===== src/rtl/exec_sequencer.sv =====
// exec_sequencer: fetch/decode/execute loop with shared-bus arbitration.
// Traps illegal opcodes and units that never report done.
module exec_sequencer #(
    parameter int NUM_UNITS = 4,
    parameter int TIMEOUT   = 64
) (
    input  logic                 clk,
    input  logic                 rst,
    input  logic                 run,
    output logic                 fetch_start,
    input  logic                 fetch_done,
    input  logic [15:0]          instr,
    output logic [5:0]           param1,
    output logic [5:0]           param2,
    output logic [NUM_UNITS-1:0] unit_start,
    input  logic [NUM_UNITS-1:0] unit_done,
    output logic [NUM_UNITS:0]   bus_grant,
    output logic                 halted,
    output logic                 error,
    output logic [1:0]           err_code,
    output logic [15:0]          instr_count
);

    localparam int TW = $clog2(TIMEOUT);

    typedef enum logic [2:0] {
        S_IDLE,
        S_FETCH,
        S_DECODE,
        S_EXEC,
        S_WAIT,
        S_HALT,
        S_ERR
    } state_t;

    state_t               state_q, state_d;
    logic [15:0]          ir_q, ir_d;
    logic                 fstart_q, fstart_d;
    logic [NUM_UNITS-1:0] ustart_q, ustart_d;
    logic [NUM_UNITS:0]   grant_q, grant_d;
    logic                 halted_q, halted_d;
    logic                 error_q, error_d;
    logic [1:0]           ecode_q, ecode_d;
    logic [15:0]          count_q, count_d;
    logic [TW-1:0]        tmo_q, tmo_d;

    logic [NUM_UNITS-1:0] sel;
    logic                 op_ok;
    logic                 done_sel;
    logic                 tmo_hit;

    // One-hot unit select from the latched opcode; empty for illegal ops.
    always_comb begin
        sel = '0;
        for (int i = 0; i < NUM_UNITS; i++) begin
            sel[i] = (ir_q[15:12] == 4'(i));
        end
    end

    assign op_ok    = |sel;
    assign done_sel = |(unit_done & sel);
    assign tmo_hit  = (tmo_q == TW'(TIMEOUT - 1));

    always_comb begin
        state_d = state_q;
        ir_d    = ir_q;
        ecode_d = ecode_q;
        count_d = count_q;
        case (state_q)
            S_IDLE: begin
                if (run) state_d = S_FETCH;
            end
            S_FETCH: begin
                if (fetch_done) begin
                    ir_d    = instr;
                    state_d = S_DECODE;
                end else if (tmo_hit) begin
                    ecode_d = 2'd1;
                    state_d = S_ERR;
                end
            end
            S_DECODE: begin
                if (op_ok) begin
                    state_d = S_EXEC;
                end else if (ir_q[15:12] == 4'hF) begin
                    state_d = S_HALT;
                end else begin
                    ecode_d = 2'd3;
                    state_d = S_ERR;
                end
            end
            S_EXEC: state_d = S_WAIT;
            S_WAIT: begin
                if (done_sel) begin
                    count_d = count_q + 16'd1;
                    state_d = run ? S_FETCH : S_IDLE;
                end else if (tmo_hit) begin
                    ecode_d = 2'd2;
                    state_d = S_ERR;
                end
            end
            S_HALT:  state_d = S_HALT;
            S_ERR:   state_d = S_ERR;
            default: state_d = S_IDLE;
        endcase
    end

    // Outputs are decoded from the next state so they register with it.
    always_comb begin
        fstart_d = (state_d == S_FETCH) && (state_q != S_FETCH);
        ustart_d = (state_d == S_EXEC) ? sel : '0;
        grant_d  = '0;
        if (state_d == S_FETCH) begin
            grant_d[0] = 1'b1;
        end else if (state_d == S_EXEC || state_d == S_WAIT) begin
            grant_d = {sel, 1'b0};
        end
        halted_d = halted_q | (state_d == S_HALT);
        error_d  = error_q | (state_d == S_ERR);
        tmo_d    = '0;
        if (state_d == state_q) tmo_d = tmo_q + TW'(1);
    end

    always_ff @(posedge clk) begin
        if (rst) begin
            state_q  <= S_IDLE;
            ir_q     <= '0;
            fstart_q <= 1'b0;
            ustart_q <= '0;
            grant_q  <= '0;
            halted_q <= 1'b0;
            error_q  <= 1'b0;
            ecode_q  <= '0;
            count_q  <= '0;
            tmo_q    <= '0;
        end else begin
            state_q  <= state_d;
            ir_q     <= ir_d;
            fstart_q <= fstart_d;
            ustart_q <= ustart_d;
            grant_q  <= grant_d;
            halted_q <= halted_d;
            error_q  <= error_d;
            ecode_q  <= ecode_d;
            count_q  <= count_d;
            tmo_q    <= tmo_d;
        end
    end

    assign fetch_start = fstart_q;
    assign param1      = ir_q[11:6];
    assign param2      = ir_q[5:0];
    assign unit_start  = ustart_q;
    assign bus_grant   = grant_q;
    assign halted      = halted_q;
    assign error       = error_q;
    assign err_code    = ecode_q;
    assign instr_count = count_q;

endmodule


===== config.mk =====
export PLATFORM = sky130hd
export DESIGN_NAME = exec_sequencer
export DESIGN_NICKNAME = d
export VERILOG_FILES = /design/src/rtl/exec_sequencer.sv
export SDC_FILE = /design/constraint.sdc
export NUM_CORES = 1
export LEC_CHECK = 0
export BUFFER_PORTS_ARGS = -buffer_cell sky130_fd_sc_hd__buf_2
export CAP_MARGIN = 5
export CORE_ASPECT_RATIO = 2
export CORE_MARGIN = 1
export CORE_UTILIZATION = 38
export DETAILED_ROUTE_END_ITERATION = 16
export HOLD_SLACK_MARGIN = 0.06
export PLACE_DENSITY = 0.58
export SYNTH_ARGS = -nofsm -noshare
export SYNTH_HDL_FRONTEND = slang
export SYNTH_SLANG_ARGS = --single-unit

===== constraint.sdc =====
create_clock -name clk -period 2.4 [get_ports clk]
set_clock_uncertainty 0.05 [all_clocks]
set_input_delay 0.12 -clock clk [delete_from_list [all_inputs] [get_ports clk]]
set_output_delay 0.12 -clock clk [all_outputs]
set_load 0.02 [all_outputs]

## Yosys cells after proc, flatten, opt, wreduce, memory -nomap -nowiden

Cells that the tools add are included.
W data, S select, Z words.

| operators by class | value |
|---|---|
| bitwise operators | 6 |
| multiplexer cells | 16 |
| reductions and logical operators | 13 |
| add/subtract/negate cells | 2 |
| eq/ne operators | 24 |

Operators by type and width:

| cell | number |
|---|---|
| $pmux W3 S7 | 1 |
| $eq A3 B3 Y1 const B | 6 |
| $add A16 B1 Y16 const B | 1 |
| $mux W3 | 5 |
| $mux W2 | 7 |
| $ne A2 B2 Y1 const B | 6 |
| $eq A3 B2 Y1 const B | 3 |
| $eq A4 B2 Y1 const B | 2 |
| $reduce_or A4 Y1 | 2 |
| $reduce_and A7 Y1 | 1 |
| $add A6 B1 Y6 const B | 1 |
| $eq A3 B1 Y1 const B | 2 |
| $eq A6 B6 Y1 const B | 1 |
| $pmux W2 S3 | 1 |
| $and A4 B4 Y4 | 1 |
| $eq A4 B1 Y1 const B | 1 |
| $eq A4 B4 Y1 const B | 1 |
| $logic_not A4 Y1 | 1 |
| $reduce_and A2 Y1 | 2 |
| $reduce_or A2 Y1 | 2 |
| $eq A3 B3 Y1 | 1 |
| $logic_not A3 Y1 | 1 |
| $ne A3 B1 Y1 const B | 1 |
| $not A1 Y1 | 3 |
| other kinds (6) | 8 |

| storage, ports and cells | value |
|---|---|
| output and inout port bits | 42 |
| register bits after elaboration | 55 |
| bits of input ports | 24 |

## Logic depth before layout (Yosys ltp)

Gate-level depths: netlist (run 1).

| depth | value |
|---|---|
| word-level depth | 9 |
| depth in mapped cells | 9 |
| depth with buffers taken out | 7 |

## Least setup slack after synthesis (run 1)

Ideal clock, no wire load.

| timing path | value |
|---|---|
| path type | register to register |
| from | reg tmo_q[0] |
| to | reg grant_q[1], in the netlist bus_grant[1] |
| stages on the path, launching flop included | 10 |
| setup time | 80 ps |
| data arrival time | 1,982 ps |
| slack | 288 ps |
| period minus slack after synthesis | 2,112 ps |
| cells stage by stage | dfxtp_1 ha_1 and3_1 clkbuf_1 a311o_1 o311ai_0 nor2_1 or3_1 buf_2 a211oi_2 |

| on the way | value |
|---|---|
| longest elaborated chain between the ends | 8 |

Ends and longest elaborated chain:

| item | line | text |
|---|---|---|
| from (decl) | 45 | `logic [TW-1:0] tmo_q, tmo_d;` |
| from (signal assigned) | 146 | `tmo_q <= tmo_d;` |
| $eq A6 B6 Y1 * | 62 | `assign tmo_hit = (tmo_q == TW'(TIMEOUT - 1));` |
| $mux W3 * | 77, 97 |  |
| $mux W3, on equally long branches | 94, 74 |  |
| $pmux W3 S7 * | 69 | `case (state_q)` |
| $eq A3 B2 Y1 or $eq A3 B3 Y1 (tied branches) | 115 | `end else if (state_d == S_EXEC \|\| state_d == S_WAIT) begin` |
| $logic_or A1 B1 Y1 | 115 |  |
| $not A1 Y1 (no source line) | n/a |  |
| $reduce_or A3 Y1 (no source line) * | n/a |  |
| to (signal assigned) | 141 | `grant_q <= grant_d;` |
| to (decl) | 40 | `logic [NUM_UNITS:0] grant_q, grant_d;` |

Mark *: on every way between the ends. The rest lies on a longest branch, timed or not.
A chain may end at the register's enable or synchronous reset.

## Worst setup path after layout (run 1)

Ends and elaborated chain as after synthesis.

==> implementation parameters, run 1 <==
Parameter                              Value

Drt
  Iteration-0 DRC Markers    61
  Average via count per standard cell    4.80
  Routed vias    2,089
  First drt pass iteration count    4
  Post-route DRC    0
  Final routed wirelength across all metal layers    5280 um
  Antenna-violating nets left    0
  Detail-routed net length per standard cell    12.1 um

Floorplan
  Die W    58.1 um
  Area of the die    6640 um2
  Placement row count    40
  Starting utilization of the core area    0.395
  Core area    6060 um2
  Io pins    66
  Vertical die dimension    114 um

Worst setup path
  Master of the slowest instance on the critical path    sky130_fd_sc_hd__or3_1
  Category of the worst setup path capture point    register
  CP max FO    8
  Worst setup path category    reg2reg
  R2R Setup Slk    210 ps
  Series of cell instances along the critical path    ha_1, and3_1, a311o_1, o311ai_0, nor2_1, or3_1, a211oi_2
  Slowest stage delay, CP    470 ps
  Required time of the worst setup path    2560 ps
  Data arrival time of the critical path    2350 ps
  Type of origin of the critical path    register

Synth
  Total of flip-flops plus latches after synthesis    55
  Number of instances in the synthesized netlist    282
  Synthesized netlist net count    308
  Number of warnings reported in the yosys synthesis log    0
  Portion of the post-synthesis area used by sequential elements    0.460
  Count of different cell masters after synthesis    41
  Mean post-synth cell area    8.48 um2
  Area of the mapped netlist    2390 um2

Clocking
  Number of buffers created by CTS    5
  Clock tree from TritonCTS    yes
  Number of buffers added for setup after CTS    0
  H-tree Lvls    2
  Number of sinks handled by clock tree synthesis    55
  Clk root buf    sky130_fd_sc_hd__clkbuf_16
  Clock network latency to the later pin of the worst-skew pair    290 ps
  Number of buffers on the longest clock path    2
  Clock slew seen by the registers of the worst setup and hold paths    70 ps

Layout
  Final-stage net count    376
  Most frequent standard cell in the layout excluding fill and tap cells    sky130_fd_sc_hd__buf_2
  Multi-input combinational cell area    1120 um2
  Synth-to-Final Area Change    27.5%
  Most frequent cells in the layout    65 x sky130_fd_sc_hd__buf_2, 55 x sky130_fd_sc_hd__dfxtp_1, 43 x sky130_fd_sc_hd__nand2_1
  Share of post-route cells with drive strength above 1    0.254
  Ant diodes    0
  Non-filler instance count after layout    435
  Final instance area    3050 um2
  Register Area    1100 um2
  Fill cells    599

Timing
  Maximum achievable frequency    0.456 GHz
  Worst-margin pin slew    796 ps
  Period Utilization, post-route    0.914
  Minimum clock period after layout    2190 ps
  Relative slew margins    0.470
  Total of endpoints with negative setup slack in the final report    0
  RSZ-0062 raised after global routing    no
  Setup TNS Final    0 ps
  Final-report hold violation count    0
  Count of final max-slew check failures    0

Power
  Leakage dissipation    1.28 nW
  Power density cells    677 nW/um2
  Worst vdd ir    0.000428 V

GRT
  GRT Util Overall    0.169
  Maximum number of pins on one net before global-route repair    44
  Met3 Usage GRT    0.0362
  GRT met2 Usage    0.323
  Number of global-route vias before repair    1,944
  Layer carrying the most global-route usage    met2
  Antenna violations before repair    0
  Leftover overflow at the end of global routing    0
  Met1 usage    0.166
  First-pass GRT wire length    8630 um

Run status
  Outcome    complete, no violations

Run
  Number of max-capacitance violations reported    0

Place
  Post-place instance area    2720 um2
  Final GP Congestion    0.903
  Placed insts    411
  Port buffer count    65
  Total half-perimeter wirelength after legalization and detailed placement    3810 um

Hold path
  Type of the worst min-delay path    in2reg
-- final cells by class --
cell class                      instances  share of cell area
Multi-Input combinational cell        196               0.367
Sequential cell                        55               0.361
Timing Repair Buffer                   87               0.174
Clock buffer                            6              0.0455
Tap cell                               84              0.0345
Clock inverter                          2              0.0115
Inverter                                5             0.00616
-- report_power, final --
part           leakage [nW]  switching, mW  internal [mW]  total [mW]
registers             0.445         0.0269          0.946       0.973
logic                 0.749          0.152          0.112       0.264
clock network        0.0868          0.310          0.519       0.828
-- cells by family (layout without fill, tap and decap cells) --
logic type                 after synthesis  after routing  synth area share
AOI/OAI and AO/OA                       44             44             0.118
xor gates and xnor gates                18             18            0.0659
adders and majority gates                2              2            0.0105
buffers and inverters                   31            100            0.0717
DFF                                     55             55             0.460
muxes                                    2              2            0.0110
and+or+nand+nor                        130            130             0.263
-- per-layer routing --
metal	vias up	part of all wire
met4	0	0.019
met5	-	0
met3	8	0.036
met2	48	0.55
li1	1077	-
met1	956	0.39
-- cell usage after synthesis (all sizes together) --
cell type | n | area (um2)
o21ai | 4 | 20.0
xor2 | 10 | 87.6
a311o | 1 | 10.0
and4 | 2 | 17.5
nand4 | 8 | 56.3
nand2b | 2 | 12.5
o31ai | 2 | 15.0
or3 | 4 | 25.0
or2 | 1 | 6.26
nor3b | 1 | 12.5
a21oi | 27 | 135
a31o | 1 | 8.76
and3 | 3 | 18.8
o311ai | 2 | 17.5
nand2 | 43 | 161
o211ai | 1 | 7.51
dfxtp | 55 | 1100
nor4 | 2 | 18.8
nand4b | 1 | 8.76
a211oi | 3 | 27.5
nor2b | 2 | 12.5
clkbuf | 11 | 41.3
nor2 | 34 | 128
nor3 | 8 | 40.0
a311oi | 1 | 8.76
mux2 | 2 | 26.3
and2 | 5 | 31.3
o211a | 1 | 10.0
inv | 5 | 18.8
buf | 15 | 111
nand3 | 10 | 50.1
a22oi | 1 | 21.3
xnor2 | 8 | 70.1
ha | 2 | 25.0
nand3b | 4 | 30.0
-- through the flow --
step,util,total power [mW],hold slack [ps],setup WS [ps]
CTS,0.504,2.09,171,185
finish,0.504,2.07,170,207
global placement,0.448,1.24,312,278
detailed placement,0.448,1.24,316,201
floorplan,-,1.17,206,288
global route,0.504,2.16,212,36.7
-- timing repair --
action                                 CTS  global route
resized for setup                        0             0
hold buffers                            16             0
endpoints found under the hold margin   16             0
-- flip-flops by register name (all words and copies together), names as in the netlist --
register / flops
instr_count: 16
error: 1
fetch_start: 1
err_code: 2
unit_start: 4
tmo_q: 6
ir_q: 16
state_q: 3
halted: 1
bus_grant: 5
-- final timing paths --
path | from | end | cells after the start
hold / removal | fetch_done | err_code[1] | 3
setup reg to reg | tmo_q[0] | bus_grant[1] | 7
hold reg to reg | halted | halted | 2
setup / recovery | tmo_q[0] | bus_grant[1] | 7
-- critical path, delay by kind of cell (launching register included) --
family | cells | cell delay [ps]
adders and majority gates | 1 | 220
DFF | 1 | 320
and+or+nand+nor | 3 | 860
AOI/OAI and AO/OA | 3 | 680
(Power assumes the default switching activity.)
==> run 2, diff against run 1 <==
CORE_ASPECT_RATIO = unset   (was 2)
SKIP_CTS_REPAIR_TIMING = 1   (was unset)
==> implementation parameters, run 2 (synthesized netlist as in run 1, its figures left out) <==
Parameter                              Value

Worst setup path
  Slowest stage delay, CP    470 ps (about the same)
  Category of the worst setup path capture point    register
  Data arrival time of the critical path    2390 ps (+40 ps)
  Required time of the worst setup path    2580 ps (+20 ps)
  Master of the slowest instance on the critical path    sky130_fd_sc_hd__or3_1
  Worst setup path category    reg2reg
  CP max FO    8 (unchanged)
  Type of origin of the critical path    register
  Series of cell instances along the critical path    ha_1, and3_1, a311o_1, o311ai_0, nor2_1, or3_1, a211oi_2

Clocking
  Number of sinks handled by clock tree synthesis    55 (unchanged)
  Clock tree from TritonCTS    yes
  Number of buffers created by CTS    5 (unchanged)
  Clock network latency to the later pin of the worst-skew pair    300 ps (about the same)
  Number of buffers on the longest clock path    2 (unchanged)
  Clk root buf    sky130_fd_sc_hd__clkbuf_8
  Clock slew seen by the registers of the worst setup and hold paths    100 ps (+30 ps)
  H-tree Lvls    2 (unchanged)

Timing
  Final-report hold violation count    0 (unchanged)
  Maximum achievable frequency    0.454 GHz (-0.41%)
  Minimum clock period after layout    2200 ps (+9.02 ps)
  Total of endpoints with negative setup slack in the final report    0 (unchanged)
  Count of final max-slew check failures    0 (unchanged)
  Period Utilization, post-route    0.918 (+0.00376)
  Post-route worst hold slack    212 ps (+41.8 ps)
  RSZ-0062 raised after global routing    no
  Setup TNS Final    0 ps (unchanged)
  Relative slew margins    0.456 (-0.0132)
  Worst-margin pin slew    815 ps (+19.8 ps)

Place
  Port buffer count    65 (unchanged)
  Post-place instance area    2710 um2 (-0.14%)
  Total half-perimeter wirelength after legalization and detailed placement    3490 um (-8.3%)
  Placed insts    403 (-1.9%)
  Final GP Congestion    0.824 (-8.7%)

GRT
  Leftover overflow at the end of global routing    0 (unchanged)
  Maximum number of pins on one net before global-route repair    44 (unchanged)
  GRT Util Overall    0.151 (-0.0178)
  Antenna violations before repair    0 (unchanged)
  First-pass GRT wire length    7730 um (-10%)
  Number of global-route vias before repair    1,755 (-9.7%)

Drt
  Iteration-0 DRC Markers    76 (+25%)
  Routed vias    2,080 (-0.43%)
  Detail-routed net length per standard cell    11.8 um (-2.5%)
  Average via count per standard cell    4.87 (+1.4%)
  Antenna-violating nets left    0 (unchanged)
  First drt pass iteration count    5 (+1)
  Final routed wirelength across all metal layers    5050 um (-4.3%)
  Post-route DRC    0 (unchanged)

Layout
  Most frequent cells in the layout    65 x sky130_fd_sc_hd__buf_2, 55 x sky130_fd_sc_hd__dfxtp_1, 43 x sky130_fd_sc_hd__nand2_1
  Synth-to-Final Area Change    25.1%
  Non-filler instance count after layout    427 (-1.8%)
  Fill cells    604 (+0.83%)
  Most frequent standard cell in the layout excluding fill and tap cells    sky130_fd_sc_hd__buf_2
  Final instance area    2990 um2 (-1.8%)
  Ant diodes    0 (unchanged)
  Share of post-route cells with drive strength above 1    0.256 (+0.00212)
  Final-stage net count    377 (+0.27%)

Power
  Worst vdd ir    0.000379 V (-11%)
  Final Power    1.86 mW (-9.8%)
  Power density cells    623 nW/um2 (-8.1%)
  Leakage dissipation    1.26 nW (-1.5%)

Floorplan
  Placement row count    28 (-30%)
  Io pins    66 (unchanged)
  Core area    5990 um2 (-1.1%)
  Area of the die    6620 um2 (-0.29%)
  Die W    81.3 um (+40%)
  Starting utilization of the core area    0.399 (+0.00429)
  Vertical die dimension    81.3 um (-29%)

Run
  Number of max-capacitance violations reported    0 (unchanged)

Run status
  Outcome    complete, no violations

Hold path
  Type of the worst min-delay path    in2reg
## run 2: path summary, 6_finish.rpt
| check | startpoint | endpoint | slack (ps) | depth (start not counted) |
|---|---|---|---|---|
| min | fetch_done | err_code[1] | 210 | 3 |
| max | tmo_q[0] | bus_grant[1] | 200 | 7 |
| min reg2reg | halted | halted | 400 | 2 |
| max reg2reg | tmo_q[0] | bus_grant[1] | 200 | 7 |
## run 2: stage by stage
stage | util | worst slack (ps)
floorplan | - | 288
global placement | 0.453 | 242
detailed placement | 0.453 | 203
CTS | 0.473 | 188
global route | 0.500 | 55.6
finish | 0.500 | 198
## run 2: report_power, final
part	total, mW	internal [mW]	switching, mW	leakage [nW]
clock network	0.634	0.343	0.291	0.0618
logic	0.256	0.110	0.146	0.755
registers	0.974	0.946	0.0281	0.445
total	1.86	1.40	0.465	1.26
## run 2: routing by layer
metal  share of wire  up-vias  global-route usage
li1                -     1083                   -
met1            0.46      949               0.189
met2            0.47       42               0.250
met3           0.053        6              0.0348
met4           0.014        0              0.0571
met5               0        -                   0
## run 2: layout make-up
cell class              instances  area [um2]  share of cell area
clock buffers                   6        82.6              0.0276
clock inverters                 2        38.8              0.0130
inverters                       5        18.8             0.00627
repair buffers                 88         538               0.180
well taps                      75        93.8              0.0314
multi-input cells             196        1120               0.374
flip-flops and latches         55        1100               0.368
## run 2: critical path: cells and delay by family, from the launching register on
kind	cells	cell delay [ps]
fa+ha+maj	1	220
simple gates	3	870
flops	1	330
compound gates	3	670
